`config.mk`:
```
export PLATFORM = sky130hd
export DESIGN_NAME = uart_tx_ctrl
export DESIGN_NICKNAME = d
export VERILOG_FILES = /design/src/rtl/uart_pkg.sv /design/src/rtl/uart_tx_ctrl_baud_tick_gen.sv /design/src/rtl/uart_tx_ctrl.sv
export SDC_FILE = /design/constraint.sdc
export NUM_CORES = 1
export LEC_CHECK = 0
export ABC_AREA = 0
export CORE_MARGIN = 4
export CORE_UTILIZATION = 48
export DETAILED_ROUTE_END_ITERATION = 6
export PLACE_DENSITY = 0.82
export SYNTH_ARGS = -nofsm -noshare
export SYNTH_HDL_FRONTEND = slang
export SYNTH_SLANG_ARGS = --single-unit
```
`constraint.sdc`:
```
create_clock -name clk -period 2.2 [get_ports clk]
set_clock_uncertainty 0.15 [all_clocks]
set_input_delay 0.44 -clock clk [delete_from_list [all_inputs] [get_ports clk]]
set_output_delay 0.44 -clock clk [all_outputs]
set_load 0.01 [all_outputs]
```
`src/rtl/uart_pkg.sv`:
```
// Shared definitions for the UART transmit path: controller states and parity modes.
package uart_pkg;

  typedef enum logic [2:0] {
    IDLE   = 3'd0,
    START  = 3'd1,
    DATA   = 3'd2,
    PARITY = 3'd3,
    STOP   = 3'd4
  } tx_state_t;

  localparam logic PAR_EVEN = 1'b0;
  localparam logic PAR_ODD  = 1'b1;

endpackage

```
`src/rtl/uart_tx_ctrl_baud_tick_gen.sv`:
```
// Bit-rate timer: counts 0..CLK_DIV-1 and flags the terminal count as the end of a serial bit.
module baud_tick_gen #(
  parameter int CLK_DIV = 16
) (
  input  logic clk,
  input  logic rst,
  input  logic clr,
  output logic tick
);

  localparam int CW = (CLK_DIV > 1) ? $clog2(CLK_DIV) : 1;
  localparam logic [CW-1:0] LAST = CW'(CLK_DIV - 1);

  logic [CW-1:0] cnt;

  always_ff @(posedge clk) begin
    if (rst || clr) begin
      cnt <= '0;
    end else if (cnt == LAST) begin
      cnt <= '0;
    end else begin
      cnt <= cnt + 1'b1;
    end
  end

  assign tick = (cnt == LAST);

endmodule

```
`src/rtl/uart_tx_ctrl.sv`:
```
// UART transmit controller: single-entry holding register, bit timing and tsr load/shift
// sequencing for start, LSB-first data, optional parity and stop bits.
module uart_tx_ctrl
  import uart_pkg::*;
#(
  parameter int WIDTH      = 8,
  parameter int CLK_DIV    = 16,
  parameter int PARITY_EN  = 0,
  parameter int PARITY_ODD = 0,
  parameter int STOP_BITS  = 1
) (
  input  logic             clk,
  input  logic             rst,
  input  logic [WIDTH-1:0] tx_data,
  input  logic             tx_valid,
  output logic             tx_ready,
  output logic [WIDTH-1:0] tsr_d_in,
  output logic             tsr_ld_sh,
  output logic             tsr_en,
  input  logic             tsr_d_out,
  output logic             txd,
  output logic             busy
);

  localparam int IDX_W = $clog2(WIDTH + 2);
  localparam logic [IDX_W-1:0] LAST_DATA = IDX_W'(WIDTH - 1);
  localparam logic [IDX_W-1:0] LAST_STOP = IDX_W'(STOP_BITS - 1);
  localparam logic PAR_MODE = (PARITY_ODD != 0) ? PAR_ODD : PAR_EVEN;

  tx_state_t        state;
  logic             thr_full;
  logic [WIDTH-1:0] thr;
  logic             parity_q;
  logic [IDX_W-1:0] bit_idx;
  logic             tick;
  logic             accept;
  logic             load;
  logic             shift;
  logic             stop_done;

  assign accept    = tx_valid && tx_ready;
  assign stop_done = (state == STOP) && tick && (bit_idx == LAST_STOP);
  // Loading from the last stop cycle lets the next start bit follow with no idle gap.
  assign load      = thr_full && ((state == IDLE) || stop_done);
  assign shift     = (state == DATA) && tick;

  baud_tick_gen #(
    .CLK_DIV(CLK_DIV)
  ) u_baud (
    .clk (clk),
    .rst (rst),
    .clr (load),
    .tick(tick)
  );

  // tx_ready mirrors !thr_full as its own register so it never rises in the transfer cycle.
  always_ff @(posedge clk) begin
    if (rst) begin
      thr_full <= 1'b0;
      tx_ready <= 1'b1;
      thr      <= '0;
    end else if (accept) begin
      thr_full <= 1'b1;
      tx_ready <= 1'b0;
      thr      <= tx_data;
    end else if (load) begin
      thr_full <= 1'b0;
      tx_ready <= 1'b1;
    end
  end

  always_ff @(posedge clk) begin
    if (rst) begin
      state    <= IDLE;
      bit_idx  <= '0;
      parity_q <= 1'b0;
    end else if (load) begin
      state    <= START;
      bit_idx  <= '0;
      parity_q <= (^thr) ^ PAR_MODE;
    end else begin
      case (state)
        START: begin
          if (tick) begin
            state   <= DATA;
            bit_idx <= '0;
          end
        end
        DATA: begin
          if (tick) begin
            if (bit_idx == LAST_DATA) begin
              state   <= (PARITY_EN != 0) ? PARITY : STOP;
              bit_idx <= '0;
            end else begin
              bit_idx <= bit_idx + 1'b1;
            end
          end
        end
        PARITY: begin
          if (tick) begin
            state   <= STOP;
            bit_idx <= '0;
          end
        end
        STOP: begin
          if (tick) begin
            if (bit_idx == LAST_STOP) begin
              state <= IDLE;
            end else begin
              bit_idx <= bit_idx + 1'b1;
            end
          end
        end
        default: state <= IDLE;
      endcase
    end
  end

  // The tsr already presents data bit 0 after the load, so only data-bit ends shift it.
  always_comb begin
    tsr_en    = load | shift;
    tsr_ld_sh = load;
    tsr_d_in  = thr;
    case (state)
      START:   txd = 1'b0;
      DATA:    txd = tsr_d_out;
      PARITY:  txd = parity_q;
      default: txd = 1'b1;
    endcase
  end

  assign busy = (state != IDLE) | thr_full;

endmodule

```
# ---- Word-level counts from Yosys, hierarchy flattened
# Cells that the tools add are included.
dict set report word_totals {
  inputBits 12
  reg_bits 22
  elab_cells 70
  output_inout_bits 13
}
dict set report classes {
  add_sub_neg 2
  bitwise 2
  muxes 19
  eq_ne 20
  reduce_logical 19
}
# operator n
set ops {}
lappend ops {{2-to-1 mux 4 bit} 5}
lappend ops {{2-to-1 mux 3 bit} 6}
lappend ops {{!= test 3 bit (second input constant)} 4}
lappend ops {{one-hot mux 3 bit (4 select lines)} 1}
lappend ops {{one-hot mux 4 bit (3 select lines)} 1}
lappend ops {{AND reduction 6 bit} 2}
lappend ops {{!= test 2 bit (second input constant)} 5}
lappend ops {{adder 4 x 1 -> 4 bit (second input constant)} 2}
lappend ops {{parity 8 bit} 1}
lappend ops {{equality test 3 x 2 -> 1 bit (second input constant)} 2}
lappend ops {{!= test 2 x 1 -> 1 bit (second input constant)} 3}
lappend ops {{!= test 3 x 2 -> 1 bit (second input constant)} 2}
lappend ops {{nonzero test 3 bit} 2}
lappend ops {{OR reduction 2 bit} 3}
lappend ops {{logical AND 1 bit} 5}
lappend ops {{2-to-1 mux 1 bit} 5}
lappend ops {{AND reduction 5 bit} 1}
lappend ops {{equality test 4 x 3 -> 1 bit (second input constant)} 1}
lappend ops {{equality test 4 bit (second input constant)} 1}
lappend ops {{logical NOT 4 bit} 1}
lappend ops {{equality test 3 x 1 -> 1 bit (second input constant)} 1}
lappend ops {{equality test 3 bit (second input constant)} 1}
lappend ops {{logical NOT 3 bit} 1}
lappend ops {{one-hot mux 1 bit (3 select lines)} 1}
lappend ops {{other kinds (3)} 5}

# ---- Longest topological paths before layout
# Gate-level depths: netlist (run 1).
dict set report logic_depth {
  word_depth 7
  depth_mapped 7
  mapped_depth_nobuf 7
}

# ---- Cells and area by module
# Synthesis (run 1) repeated with hierarchy kept, for this count alone.
dict set report hier_totals {
  cells_unflattened 131
  hier_area_um2 1121.1
}
# module area_each_um2 n_inst seq_area_each_um2 cells_per_inst
set by_module_without_submodules {}
lappend by_module_without_submodules {uart_tx_ctrl 963.4 1 360.3 115}
lappend by_module_without_submodules {baud_tick_gen 157.7 1 80.1 16}

# ---- Least setup slack after synthesis (run 1)
# Ideal clock, no wire load.
dict set report synth_path {
  path_type {reg-to-output}
  from {reg u_baud.cnt[0]}
  to {out tsr_en}
  required_time_ns 1.610
  setup_slack_ns 0.385
  stages_incl_launch_ff 7
  path_buffers 1
  arrival_time_ns 1.225
  path_cell_list {dfxtp_1 -> ha_1 -> and3_1 -> buf_4 -> a21o_1 -> nand2_1 -> o31ai_1}
}
dict set report synth_via {
  elab_chain_len 6
  elab_cells_between_ends 7
  cone_classes {eq/ne (1); bitwise (1); reduce/logical (5)}
}
# item line
set synth_lines {}
lappend synth_lines {{start: declaration} uart_tx_ctrl_baud_tick_gen.sv:14} ;# logic [CW-1:0] cnt;
lappend synth_lines {{start signal: assignment} uart_tx_ctrl_baud_tick_gen.sv:22} ;# cnt <= cnt + 1'b1;
lappend synth_lines {{equality test 4 bit *} uart_tx_ctrl_baud_tick_gen.sv:26} ;# assign tick = (cnt == LAST);
lappend synth_lines {{logical AND 1 bit (2 in a row)} uart_tx_ctrl.sv:42} ;# assign stop_done = (state == STOP) && tick && (bit_idx == LAST_STOP);
lappend synth_lines {{logical OR 1 bit} uart_tx_ctrl.sv:44} ;# assign load = thr_full && ((state == IDLE) || stop_done);
lappend synth_lines {{logical AND 1 bit} uart_tx_ctrl.sv:44}
lappend synth_lines {{OR 1 bit *} uart_tx_ctrl.sv:121} ;# tsr_en = load | shift;
lappend synth_lines {{end: declaration} uart_tx_ctrl.sv:19} ;# output logic tsr_en,
# Every way passes the cells marked *; elsewhere a longest branch is shown, timed or not.

# ---- Worst setup path after layout (run 1)
dict set report layout_path {
  from {in tsr_d_out}
  to {out txd}
}
dict set report layout_via {
  elab_chain_len 1
}
# item line
set layout_lines {}
lappend layout_lines {{start: declaration} uart_tx_ctrl.sv:20} ;# input logic tsr_d_out,
lappend layout_lines {{one-hot mux 1 bit (3 select lines)} uart_tx_ctrl.sv:124} ;# case (state)
lappend layout_lines {{end: declaration} uart_tx_ctrl.sv:21} ;# output logic txd,
# No other way between the ends.

==> impl_metrics.env, run 1 <==
export IMPL_worst_pin_slew_ns=0.397
export IMPL_grt_max_degree=13
export IMPL_async_flop_share_pct=0
export IMPL_cts_made_buffers=3
export IMPL_power_density_nw_per_um2=536
export IMPL_drtIter0Drc=15
export IMPL_hpwlAfterDp_mm=2.04
export IMPL_wl_per_cell_um=13.4
export IMPL_min_path_type="flop to flop"
export IMPL_clk_pin_slew_worst_paths_ns=0.12
export IMPL_holdWs_ns=0.283
export IMPL_worstPathRequired_ns=1.61
export IMPL_path_class="input pin to output port"
export IMPL_die_w_um=55.9
export IMPL_cts_root_buffer="clkbuf_4"
export IMPL_synth_top_flop_cell="dfxtp_1"
export IMPL_io_pins=25
export IMPL_num_vias=1034
export IMPL_outcome="completed"
export IMPL_drtPass1Iterations=4
export IMPL_antenna_found_initial=0
export IMPL_leakage_uw=0.000590
export IMPL_core_area_um2=2190
export IMPL_multi_input_area_um2=629
export IMPL_synth_top_area_share_pct=40.0
export IMPL_rsz0062_at_grt="yes"
export IMPL_die_y_um=55.9
export IMPL_post_route_period_util_pct=96.6
export IMPL_setup_viol=0
export IMPL_syn_inst=130
export IMPL_finalNetCount=184
export IMPL_pwr_share_clk_pct=26.9
export IMPL_worstSkewPairLatency_ns=0.31
export IMPL_stdcell_count=196
export IMPL_vdd_drop_max_uv=434
export IMPL_yosys_area_top_type="dfxtp_1"
export IMPL_antennaDiodeCount=0
export IMPL_layout_common_cells="nand2_1, clkdlybuf4s50_1, a21oi_1"
export IMPL_ctsHoldBuffers=0
export IMPL_drv_slew=0
export IMPL_synth_edf_count=0
export IMPL_grt_pass1_wl_mm=4.53
export IMPL_final_area_um2=1530
export IMPL_drc=0
export IMPL_avgSynthCellArea_um2=8.47
export IMPL_internal_power_uw=610
export IMPL_placed_area_um2=1430
export IMPL_cts_sinks=22
export IMPL_cts_path_max_buffers=2
export IMPL_syn_nets=145
export IMPL_dp_cells=188
export IMPL_ys_warn_count=0
export IMPL_drive_above_1_share_pct=25.0
export IMPL_start_util_pct=50.3
export IMPL_numPortBuffers=24
export IMPL_switching_share_pct=25.7
export IMPL_routed_via_density=5.28
export IMPL_cts_tree="yes"
export IMPL_synth_area_leaders="dfxtp_1, a21oi_1, nand2_1, xnor2_1, ha_1"
export IMPL_max_freq_ghz=0.471
export IMPL_p_seq_share_pct=52.8
export IMPL_ys_seq_area_share_pct=40.0
export IMPL_slew_headroom_pct=73.3
export IMPL_period_minus_slack_ns=2.13
export IMPL_grt_ovfl_total=0
export IMPL_gp_congestion=0.942
export IMPL_worstSetupEndpointType="output port"
export IMPL_maxCapViolCount=0
export IMPL_hold_viol_final=0
export IMPL_grt_pass1_vias=1146
export IMPL_start_kind="input pin"
export IMPL_htreeDepth=1
export IMPL_synth_seq_cells=22
export IMPL_critPathMaxFanout=1
export IMPL_ys_types=40
export IMPL_wl_mm=2.63
export IMPL_die_area_um2=3120
export IMPL_p_comb_share_pct=20.2
export IMPL_synth_area_um2=1100
export IMPL_switchingPower_uw=211
export IMPL_grt_usage_pct=17.7
export IMPL_area_delta_synth_final_pct=39.1
export IMPL_tns_ns=0
export IMPL_rows=17
export IMPL_arrival_ns=1.54
export IMPL_final_antenna_net_count=0
export IMPL_fill_cells=182
export IMPL_regArea_um2=452
## synth_stat cells, types with 2 or more instances
cell type and n:
o21ai_0 4, inv_1 5, nor3b_1 2, nor3_1 2, clkbuf_1 3, nand3_1 3
nand2_1 21, nor2_1 4, ha_1 3, nand2b_1 2, or3_1 3, buf_2 2
xnor2_1 9, o31ai_1 2, a21oi_1 19, dfxtp_1 22
## worst max-delay path, stage by stage
cell             delay, ns
clkdlybuf4s50_1       0.40
inv_1                 0.05
a21oi_1               0.05
a311o_1               0.31
dlygate4sd2_1         0.28
## per-layer routing
layer / vias up / part of all wire [%] / routed length (um) / GRT usage [%]
li1: 525 / - / - / -
met1: 477 / 42 / 1090 / 18.7
met2: 28 / 53 / 1380 / 34.8
met3: 4 / 4.5 / 118 / 2.78
met4: 0 / 1.4 / 37 / 5.76
met5: - / 0 / 0 / 0
## sequential cells by signal (all words and copies together), names as in the netlist
register / cells
bit_idx: 4
parity_q: 1
state: 3
thr_full: 1
tsr_d_in: 8
tx_ready: 1
u_baud.cnt: 4
## worst paths after layout
kind / slack [ns] / start / cells after the start / endpoint
max: 0.07 / tsr_d_out / 5 / txd
min: 0.28 / u_baud.cnt[0] / 1 / u_baud.cnt[0]
max reg2reg: 0.41 / state[0] / 6 / bit_idx[2]
min reg2reg: 0.28 / u_baud.cnt[0] / 1 / u_baud.cnt[0]
## layout make-up
| class | instances | share of cell area (%) |
|---|---|---|
| Multi-Input combinational cell | 95 | 41.1 |
| Sequential cell | 22 | 29.5 |
| Timing Repair Buffer | 41 | 23.3 |
| Clock buffer | 4 | 2.37 |
| Tap cell | 28 | 2.29 |
| Inverter | 6 | 1.47 |
## cell families after synthesis
logic type | after synthesis | share of synthesized area (%)
flip-flops | 22 | 40.0
adder cells (fa/ha/maj) | 3 | 3.41
AO/OA/AOI/OAI | 32 | 16.8
buffers and inverters | 13 | 5.68
AND/OR/NAND/NOR | 50 | 26.1
XOR/XNOR | 10 | 7.96
## power groups by stage
stage | sequential, uW | clock, uW | combinational, uW
after global routing | 438 | 246 | 182
final | 434 | 221 | 166
after detailed placement | 445 | 0 | 166
after CTS | 437 | 228 | 163
after global placement | 444 | 0 | 162
after floorplan | 446 | 0 | 87.5
## repair_timing
item                                    in CTS  in global routing
resized for setup                           15                 11
endpoints found under the setup margin       4                  3
setup buffers                                1                  3
pin swaps                                    1                  2
## stage by stage
step	utilization, %	setup slack [ns]	total power, uW
finish	69.9	0.0749	822
global route	69.9	-0.0185	866
CTS	67.8	-0.00883	828
detailed placement	65.4	-0.174	611
global placement	65.4	-0.124	606
floorplan	-	0.385	534
Power figures use the tool's default switching activity.
==> inputs of run 2 (changes only) <==
Settings changed: SETUP_SLACK_MARGIN set to 0.3.
==> run 2 against run 1 <==
Compared with the run above: total power grew 1.6%; worst setup slack better by 0.0096 ns; die area is the same; routed wire length grew 6.4%; core utilization rose by 1.4 points; first-iteration DRC count up 80%; via count is 4.7% higher; hold slack better by 0.055 ns; cell area rose by 2.0%; combinational power up 6%; critical endpoint is now tsr_en; largest power group unchanged.
==> impl_metrics.env, run 2 (synthesis results as in run 1) <==
export IMPL_numPortBuffers=24
export IMPL_start_util_pct=50.3
export IMPL_switching_share_pct=26.0
export IMPL_final_area_um2=1560
export IMPL_switchingPower_uw=217
export IMPL_start_kind="flop"
export IMPL_num_vias=1083
export IMPL_cts_made_buffers=3
export IMPL_reg2regPathDepth=6
export IMPL_worstSetupEndpointType="output port"
export IMPL_drv_slew=0
export IMPL_routed_via_density=5.44
export IMPL_cts_root_buffer="clkbuf_4"
export IMPL_worstReg2RegStart="state[0]"
export IMPL_power_density_nw_per_um2=534
export IMPL_worstPathRequired_ns=1.61
export IMPL_min_path_type="flop to flop"
export IMPL_wl_per_cell_um=14.0
export IMPL_fill_cells=167
export IMPL_worstHoldPathCells=2
export IMPL_post_place_ws_ns=-0.174
export IMPL_grt_ovfl_total=0
export IMPL_die_area_um2=3120
export IMPL_leakage_uw=0.000622
export IMPL_worst_pin_slew_ns=0.417
export IMPL_cts_path_max_buffers=2
export IMPL_drtIter0Drc=27
export IMPL_drtPass1Iterations=4
export IMPL_outcome="completed"
export IMPL_clk_pin_slew_worst_paths_ns=0.12
export IMPL_antennaDiodeCount=0
export IMPL_internal_power_uw=618
export IMPL_cts_sinks=22
export IMPL_final_common_cell="nand2_1"
export IMPL_crit_buf_inv=2
export IMPL_tns_ns=0
export IMPL_cp_slowest_cell="dfxtp_1"
export IMPL_final_antenna_net_count=0
export IMPL_reg2reg_to="bit_idx[2]"
export IMPL_finalNetCount=187
export IMPL_die_w_um=55.9
export IMPL_die_y_um=55.9
export IMPL_area_delta_synth_final_pct=41.9
export IMPL_r2r_slack_ns=0.40
export IMPL_gp_congestion=0.942
export IMPL_min_from="tsr_d_in[6]"
export IMPL_utilization_pct=71.3
export IMPL_vdd_drop_max_uv=469
export IMPL_post_route_period_util_pct=96.2
export IMPL_layout_common_cells="nand2_1, a21oi_1, buf_4"
export IMPL_maxCapViolCount=0
export IMPL_pwr_share_clk_pct=26.8
export IMPL_multi_input_area_um2=634
export IMPL_setup_ws_ns=0.0845
export IMPL_path_cells="ha_2 > buf_4 > nand3_1 > o31ai_2 > buf_2"
export IMPL_grt_pass1_vias=1180
export IMPL_wl_mm=2.80
export IMPL_path_delay_family="flip-flops"
export IMPL_placed_area_um2=1430
export IMPL_worstSkewPairLatency_ns=0.31
export IMPL_antenna_found_initial=0
export IMPL_grt_pass1_wl_mm=4.71
export IMPL_critPathMaxFanout=2
export IMPL_p_seq_share_pct=52.1
export IMPL_setup_viol=0
export IMPL_hold_viol_final=0
export IMPL_rows=17
export IMPL_drc=0
export IMPL_regArea_um2=453
export IMPL_worstHoldEndpoint="tsr_d_in[6]"
export IMPL_max_freq_ghz=0.473
export IMPL_cts_tree="yes"
export IMPL_largest_reg_flops=8
export IMPL_arrival_ns=1.53
export IMPL_path_class="flop to output port"
export IMPL_io_pins=25
export IMPL_rsz0062_at_grt="yes"
export IMPL_p_comb_share_pct=21.1
export IMPL_htreeDepth=1
export IMPL_grt_max_degree=13
export IMPL_cp_slowest_stage_delay_ns=0.38
export IMPL_slew_headroom_pct=71.8
export IMPL_grt_usage_pct=18.3
export IMPL_drive_above_1_share_pct=28.7
export IMPL_hpwlAfterDp_mm=2.04
export IMPL_core_area_um2=2190
export IMPL_period_minus_slack_ns=2.12
[run 2: cell types whose count changed in the layout (fill, tap and decap cells not counted), sizes merged]
cell,previous run,this run
clkdlybuf4s15,1,0
buf,19,24
dlymetal6s2s,0,1
clkdlybuf4s50,20,18
[run 2: power by group through the flow]
stage               Sequential, uW  Clock [uW]  Combinational [uW]
global route                   438         247                 193
global placement               444           0                 162
floorplan                      446           0                87.5
CTS                            434         228                 173
detailed placement             445           0                 166
finish                         435         223                 176
[run 2: repair_timing]
| action | in CTS | in global routing |
|---|---|---|
| resized for setup | 36 | 2 |
| setup endpoints to repair | 4 | 6 |
| setup buffers | 5 | 2 |
| pin swaps | 3 | 1 |
| hold buffers | 0 | 0 |
[run 2: area by class of cell]
type / instances / share of cell area, %
Multi-Input combinational cell: 95 / 40.6
Tap cell: 28 / 2.24
Inverter: 6 / 1.44
Timing Repair Buffer: 44 / 24.4
Clock buffer: 4 / 2.32
Sequential cell: 22 / 29.0
[run 2: how the worst max path moves through the flow]
stage / from / to / slack (ns) / cells after the start
finish: u_baud.cnt[1] / tsr_en / 0.08 / 5
global route: bit_idx[1] / tsr_en / -0.02 / 7
CTS: bit_idx[1] / tsr_en / 0.07 / 7
detailed placement: bit_idx[0] / tsr_en / -0.17 / 7
global placement: tsr_d_out / txd / -0.12 / 5
floorplan: u_baud.cnt[0] / tsr_en / 0.38 / 6
[run 2: layer usage]
metal / vias to the layer above / track usage [%] / wire length [um]
met5: - / 0 / 0
met1: 510 / 18.9 / 1140
met2: 37 / 36.8 / 1470
met3: 4 / 3.02 / 140
met4: 0 / 5.76 / 44
li1: 532 / - / -
[run 2: tightest hold or removal path, stage by stage (launching register included)]
cell     delay, ns
dfxtp_1       0.35
nand2_1       0.06
a21oi_1       0.05
[run 2: metrics by stage]
step	hold WS [ns]	total power [uW]	instances
after global routing	0.368	878	199
after global placement	0.275	606	188
final	0.338	835	199
after detailed placement	0.297	611	188
after floorplan	0.268	534	130
after CTS	0.343	835	197
